--- config.mk ---
export PLATFORM = sky130hd
export DESIGN_NAME = spdif_subframe_decoder
export DESIGN_NICKNAME = d
export VERILOG_FILES = /design/src/rtl/spdif_subframe_decoder.sv
export SDC_FILE = /design/constraint.sdc
export NUM_CORES = 1
export LEC_CHECK = 0
export CAP_MARGIN = 20
export CORE_MARGIN = 5
export CORE_UTILIZATION = 56
export DETAILED_ROUTE_END_ITERATION = 8
export GPL_ROUTABILITY_DRIVEN = 1
export PLACE_DENSITY = 0.8
export SYNTH_ARGS = -nofsm -noshare
export SYNTH_HDL_FRONTEND = slang
export SYNTH_SLANG_ARGS = --single-unit
export TNS_END_PERCENT = 30
--- constraint.sdc ---
create_clock -name i_clk -period 3.7 [get_ports i_clk]
set_input_delay 0.925 -clock i_clk [delete_from_list [all_inputs] [get_ports i_clk]]
set_output_delay 0.925 -clock i_clk [all_outputs]
set_load 0.02 [all_outputs]
--- src/rtl/spdif_subframe_decoder.sv ---
// S/PDIF subframe decoder: turns edge-interval classes (1/2/3 UI) into preambles,
// biphase-mark data and 28-slot subframes, with parity check and lock tracking.
module spdif_subframe_decoder #(
  parameter int LOCK_FRAMES = 2
) (
  input  logic        i_clk,
  input  logic        i_rst,
  input  logic        i_ena,
  input  logic        i_shift_ena,
  input  logic        i_short,
  input  logic        i_mid,
  input  logic        i_long,
  output logic [23:0] o_sample,
  output logic        o_v,
  output logic        o_u,
  output logic        o_c,
  output logic        o_parity_err,
  output logic        o_channel,
  output logic        o_block_start,
  output logic        o_valid,
  output logic        o_sync_err,
  output logic        o_locked
);

  localparam logic [3:0] LOCK_N = 4'(LOCK_FRAMES);

  typedef enum logic [3:0] {HUNT, P1, B2, B3, M2, M3, W2, W3, DATA} state_t;

  state_t      state;
  state_t      nxt;
  logic [27:0] shreg;
  logic [27:0] new_sr;
  logic [4:0]  bit_cnt;
  logic        half;
  logic        par;
  logic        new_par;
  logic [3:0]  good_cnt;
  logic        last_chan;
  logic        chan;
  logic        blk;
  logic        ev;
  logic        legal;
  logic        bad;
  logic        go_data;
  logic        nchan;
  logic        nblk;
  logic        do_shift;
  logic        set_half;
  logic        bitv;
  logic        done;

  assign ev      = i_ena & i_shift_ena;
  // exactly one class bit: odd count but not all three
  assign legal   = (i_short ^ i_mid ^ i_long) & ~(i_short & i_mid & i_long);
  assign new_sr  = {bitv, shreg[27:1]};
  assign new_par = par ^ bitv;
  assign done    = do_shift && (bit_cnt == 5'd27);

  always_comb begin
    nxt      = state;
    bad      = 1'b0;
    go_data  = 1'b0;
    nchan    = 1'b0;
    nblk     = 1'b0;
    do_shift = 1'b0;
    set_half = 1'b0;
    bitv     = 1'b0;
    if (ev) begin
      if (state == HUNT) begin
        if (legal && i_long) nxt = P1;
        else                 nxt = HUNT;
      end else if (!legal) begin
        bad = 1'b1;
      end else begin
        case (state)
          P1: begin
            if (i_short)     nxt = B2;
            else if (i_long) nxt = M2;
            else             nxt = W2;
          end
          B2: if (i_short) nxt = B3; else bad = 1'b1;
          B3: begin
            if (i_long) begin go_data = 1'b1; nchan = 1'b0; nblk = 1'b1; end
            else        bad = 1'b1;
          end
          M2: if (i_short) nxt = M3; else bad = 1'b1;
          M3: begin
            if (i_short) begin go_data = 1'b1; nchan = 1'b0; nblk = 1'b0; end
            else         bad = 1'b1;
          end
          W2: if (i_short) nxt = W3; else bad = 1'b1;
          W3: begin
            if (i_mid) begin go_data = 1'b1; nchan = 1'b1; nblk = 1'b0; end
            else       bad = 1'b1;
          end
          DATA: begin
            if (!half) begin
              if (i_mid)        begin do_shift = 1'b1; bitv = 1'b0; end
              else if (i_short) set_half = 1'b1;
              else              bad = 1'b1;
            end else begin
              if (i_short) begin do_shift = 1'b1; bitv = 1'b1; end
              else         bad = 1'b1;
            end
          end
          default: bad = 1'b1;
        endcase
      end
      // once locked, channels must alternate A/B
      if (go_data && o_locked && (nchan == last_chan)) begin
        go_data = 1'b0;
        bad     = 1'b1;
      end
    end
  end

  always_ff @(posedge i_clk or posedge i_rst) begin
    if (i_rst) begin
      state         <= HUNT;
      shreg         <= 28'd0;
      bit_cnt       <= 5'd0;
      half          <= 1'b0;
      par           <= 1'b0;
      good_cnt      <= 4'd0;
      last_chan     <= 1'b0;
      chan          <= 1'b0;
      blk           <= 1'b0;
      o_sample      <= 24'd0;
      o_v           <= 1'b0;
      o_u           <= 1'b0;
      o_c           <= 1'b0;
      o_parity_err  <= 1'b0;
      o_channel     <= 1'b0;
      o_block_start <= 1'b0;
      o_valid       <= 1'b0;
      o_sync_err    <= 1'b0;
      o_locked      <= 1'b0;
    end else begin
      o_valid    <= 1'b0;
      o_sync_err <= 1'b0;
      if (ev) begin
        if (bad) begin
          state      <= HUNT;
          half       <= 1'b0;
          bit_cnt    <= 5'd0;
          good_cnt   <= 4'd0;
          o_locked   <= 1'b0;
          o_sync_err <= 1'b1;
        end else if (go_data) begin
          state   <= DATA;
          bit_cnt <= 5'd0;
          half    <= 1'b0;
          par     <= 1'b0;
          chan    <= nchan;
          blk     <= nblk;
        end else if (state == DATA) begin
          if (do_shift) begin
            shreg   <= new_sr;
            par     <= new_par;
            half    <= 1'b0;
            bit_cnt <= bit_cnt + 5'd1;
            if (done) begin
              state         <= HUNT;
              bit_cnt       <= 5'd0;
              o_sample      <= new_sr[23:0];
              o_v           <= new_sr[24];
              o_u           <= new_sr[25];
              o_c           <= new_sr[26];
              o_parity_err  <= new_par;
              o_channel     <= chan;
              o_block_start <= blk;
              o_valid       <= 1'b1;
              last_chan     <= chan;
              if (new_par) begin
                good_cnt <= 4'd0;
                o_locked <= 1'b0;
              end else if (good_cnt < LOCK_N) begin
                good_cnt <= good_cnt + 4'd1;
                o_locked <= ((good_cnt + 4'd1) == LOCK_N);
              end else begin
                o_locked <= 1'b1;
              end
            end
          end else if (set_half) begin
            half <= 1'b1;
          end else begin
            half <= half;
          end
        end else begin
          state <= nxt;
        end
      end
    end
  end

endmodule

==> results by group <==
Floorplan
  • Die height: around 90 um
  • Die width: 89.2 um
  • Die area: 7950 um2
  • Initial Util: roughly three fifths
  • FP Rows: 28
  • Core Footprint: 5990 um2
  • I/O Pins: 40

Layout
  • Final Instance Count excl. Fillers: 399
  • Area growth, synth to finish: 21.0%
  • Finished Cell Area: 4250 um2
  • Layout Nets: 334
  • Fraction of layout cells with a size suffix above 1: 13.3%
  • Final Util: 70.9%
  • Inserted Diodes: 0
  • Fillers: 402
  • Leading cell types in the layout, fill and taps excluded: dfrtp_1, mux2_1, clkdlybuf4s50_1
  • Commonest non-fill, non-tap cell in the layout: dfrtp_1

STA
  • Fin crit share: 85.0%
  • Slew HR: ~50%
  • Worst-Margin Slew: 0.749 ns
  • # setup viols final: 0
  • RSZ-0062 raised after global routing: false
  • Slew Limit Fails: 0
  • Endpoints failing hold: 0
  • Max Clock Freq: about 320 MHz
  • Worst Skew: 0.00697 ns
  • Final Critical Period: about 3.1 ns
  • Post-route setup TNS: 0 ns

Logic synthesis
  • Seq/Total Area, Yosys: a little over half
  • Largest family of logic cells by synthesized area: multiplexers
  • Synth Area in XOR/XNOR: 0.499%
  • Ys async rst share: 100%
  • Synth warnings: 0
  • Synth Flop Type: dfrtp_1
  • Post-synth EDFFs: 0
  • Seq cells post-synth: 77
  • Post-synthesis compound-gate area fraction: 8.56%
  • Synthesized area: between 3000 and 4000 um2
  • Post-synthesis simple-gate area fraction: 11.4%
  • Syn_nets: 284
  • Count of different cell masters after synthesis: between 50 and 60
  • Adder-Cell Fraction of Synth Area: ~2.1%
  • Syn Inst Count: approximately 270
  • Synthesized area per cell: approximately 13 um2
  • Mux cell area share after synthesis: 19.4%

Global route
  • Initial antenna violation count: 0
  • Total GRT Usage: 18.3%
  • Grt ovf: 0
  • Vias in the first global route: 2302
  • Global-route wire length before repair: 11000 um
  • Largest net degree at the start of global routing: 43

Detailed routing
  • DRT iter0 DRCs: 82
  • First-pass DRT Iterations: 4
  • Final WL: 6410 um
  • Routed vias/inst: 5.68
  • DRC violations left: 0
  • Antenna viol nets, final: 0
  • Vias: 2267
  • Wire length per cell: 16.1 um

Pwr
  • P per Cell Area: 456 nW/um2
  • Peak VDD IR: roughly 0.3 mV
  • Leak: 2.10 nW

Clocking
  • Worst-skew pair later-pin latency: 0.33 ns
  • CTS Root Cell: clkbuf_8
  • Inserted Clock Buffers: 9
  • CTS max path bufs: 2
  • Reg clk slew, reported paths: 0.07 ns
  • Post_cts resized: 0
  • Setup bufs post-CTS: 0
  • H-tree Lvls: 3
  • Clk sinks: 77
  • CTS tree: done
  • # hold bufs at CTS: 0

Placement
  • # placed instances: just under 400
  • Placed Area: 4040 um2
  • Post-DP HPWL: 4650 um
  • Port buffer count: 39
  • Placer congestion estimate: 0.902

Setup path
  • Worst Path Max Fanout: 16
  • Flop-to-flop setup slack: 1.42 ns
  • Worst setup EP type: flop
  • CP Class: in2reg
  • Worst EP required: approximately 3.9 ns
  • CP Launch Type: input port
  • Worst Path Arrival: 3.36 ns

Hold path
  • Worst min path class: reg2reg

Job
  • Max_cap viols: 0

Run status
  • Outcome: completed
where the power goes:
part	internal (mW)	leakage (nW)	total [mW]	switching, mW
combinational	0.137	0.926	0.305	0.168
sequential	0.880	1.06	0.958	0.0781
clock	0.391	0.108	0.675	0.284
per-stage QoR:
step	hold WS, ns	total power, mW	setup WS, ns
floorplan	0.460	1.20	0.493
global placement	0.467	1.27	0.256
detailed placement	0.474	1.28	0.210
CTS	0.493	1.95	0.565
global route	0.517	2.03	0.454
finish	0.488	1.94	0.557
sequential cells by signal, indices dropped and copies added, names as in the netlist:
name,cells
shreg,27
o_sample,24
bit_cnt,5
good_cnt,4
state,4
blk,1
chan,1
half,1
last_chan,1
o_block_start,1
o_c,1
o_locked,1
o_parity_err,1
o_sync_err,1
o_u,1
o_v,1
o_valid,1
par,1
metal layers:
| layer | GRT usage [%] | up-vias | wire, um |
|---|---|---|---|
| met2 | 28.3 | 44 | 3030 |
| met1 | 24.8 | 1134 | 2970 |
| met5 | 0 | - | 0 |
| met4 | 8.66 | 0 | 122 |
| met3 | 3.87 | 12 | 279 |
| li1 | - | 1077 | - |
synth_stat cells, types with 4 or more instances:
cell type,number,area share (%)
a21oi_1,14,2.0
dfrtp_1,77,55
ha_1,6,2.1
inv_1,10,1.1
mux2_1,49,16
mux2_2,8,2.6
mux2i_1,4,1.1
nand2_1,14,1.5
nand3_1,9,1.3
nor2_1,8,0.86
nor3_1,5,0.71
path summary, 6_finish.rpt:
check	cells after the start	from	endpoint
min in group asynchronous	2	i_rst	o_sample[13]$_DFFE_PP0P_
hold / removal	1	o_sample[19]$_DFFE_PP0P_	o_sample[19]$_DFFE_PP0P_
setup / recovery	9	i_mid	o_sample[3]$_DFFE_PP0P_
max in group asynchronous	3	i_rst	good_cnt[0]$_DFFE_PP0P_
hold reg to reg	1	o_sample[19]$_DFFE_PP0P_	o_sample[19]$_DFFE_PP0P_
setup reg to reg	6	state[3]$_DFFE_PP0P_	o_sample[3]$_DFFE_PP0P_
critical path: stages:
cell	delay [ns]
clkdlybuf4s50_1	0.48
inv_1	0.07
ha_1	0.33
or3b_1	0.45
a22oi_2	0.26
o221ai_4	0.16
nor2_4	0.17
buf_12	0.17
mux2_1	0.33
final cells by class:
type | instances | area [um2] | share of cell area (%)
clock buffer | 10 | 138 | 3.24
timing repair buffer | 49 | 503 | 11.8
inverter | 10 | 37.5 | 0.884
tap | 75 | 93.8 | 2.21
clock inverter | 4 | 73.8 | 1.74
multi-input combinational | 174 | 1480 | 34.7
sequential | 77 | 1930 | 45.4
cells by family after synthesis:
logic type	count (synthesis)
compound gates	39
fa+ha+maj	6
buf+inv	20
flops	77
mux	61
xor+xnor	2
simple gates	66
No activity file was read; power rests on OpenSTA's default activity.
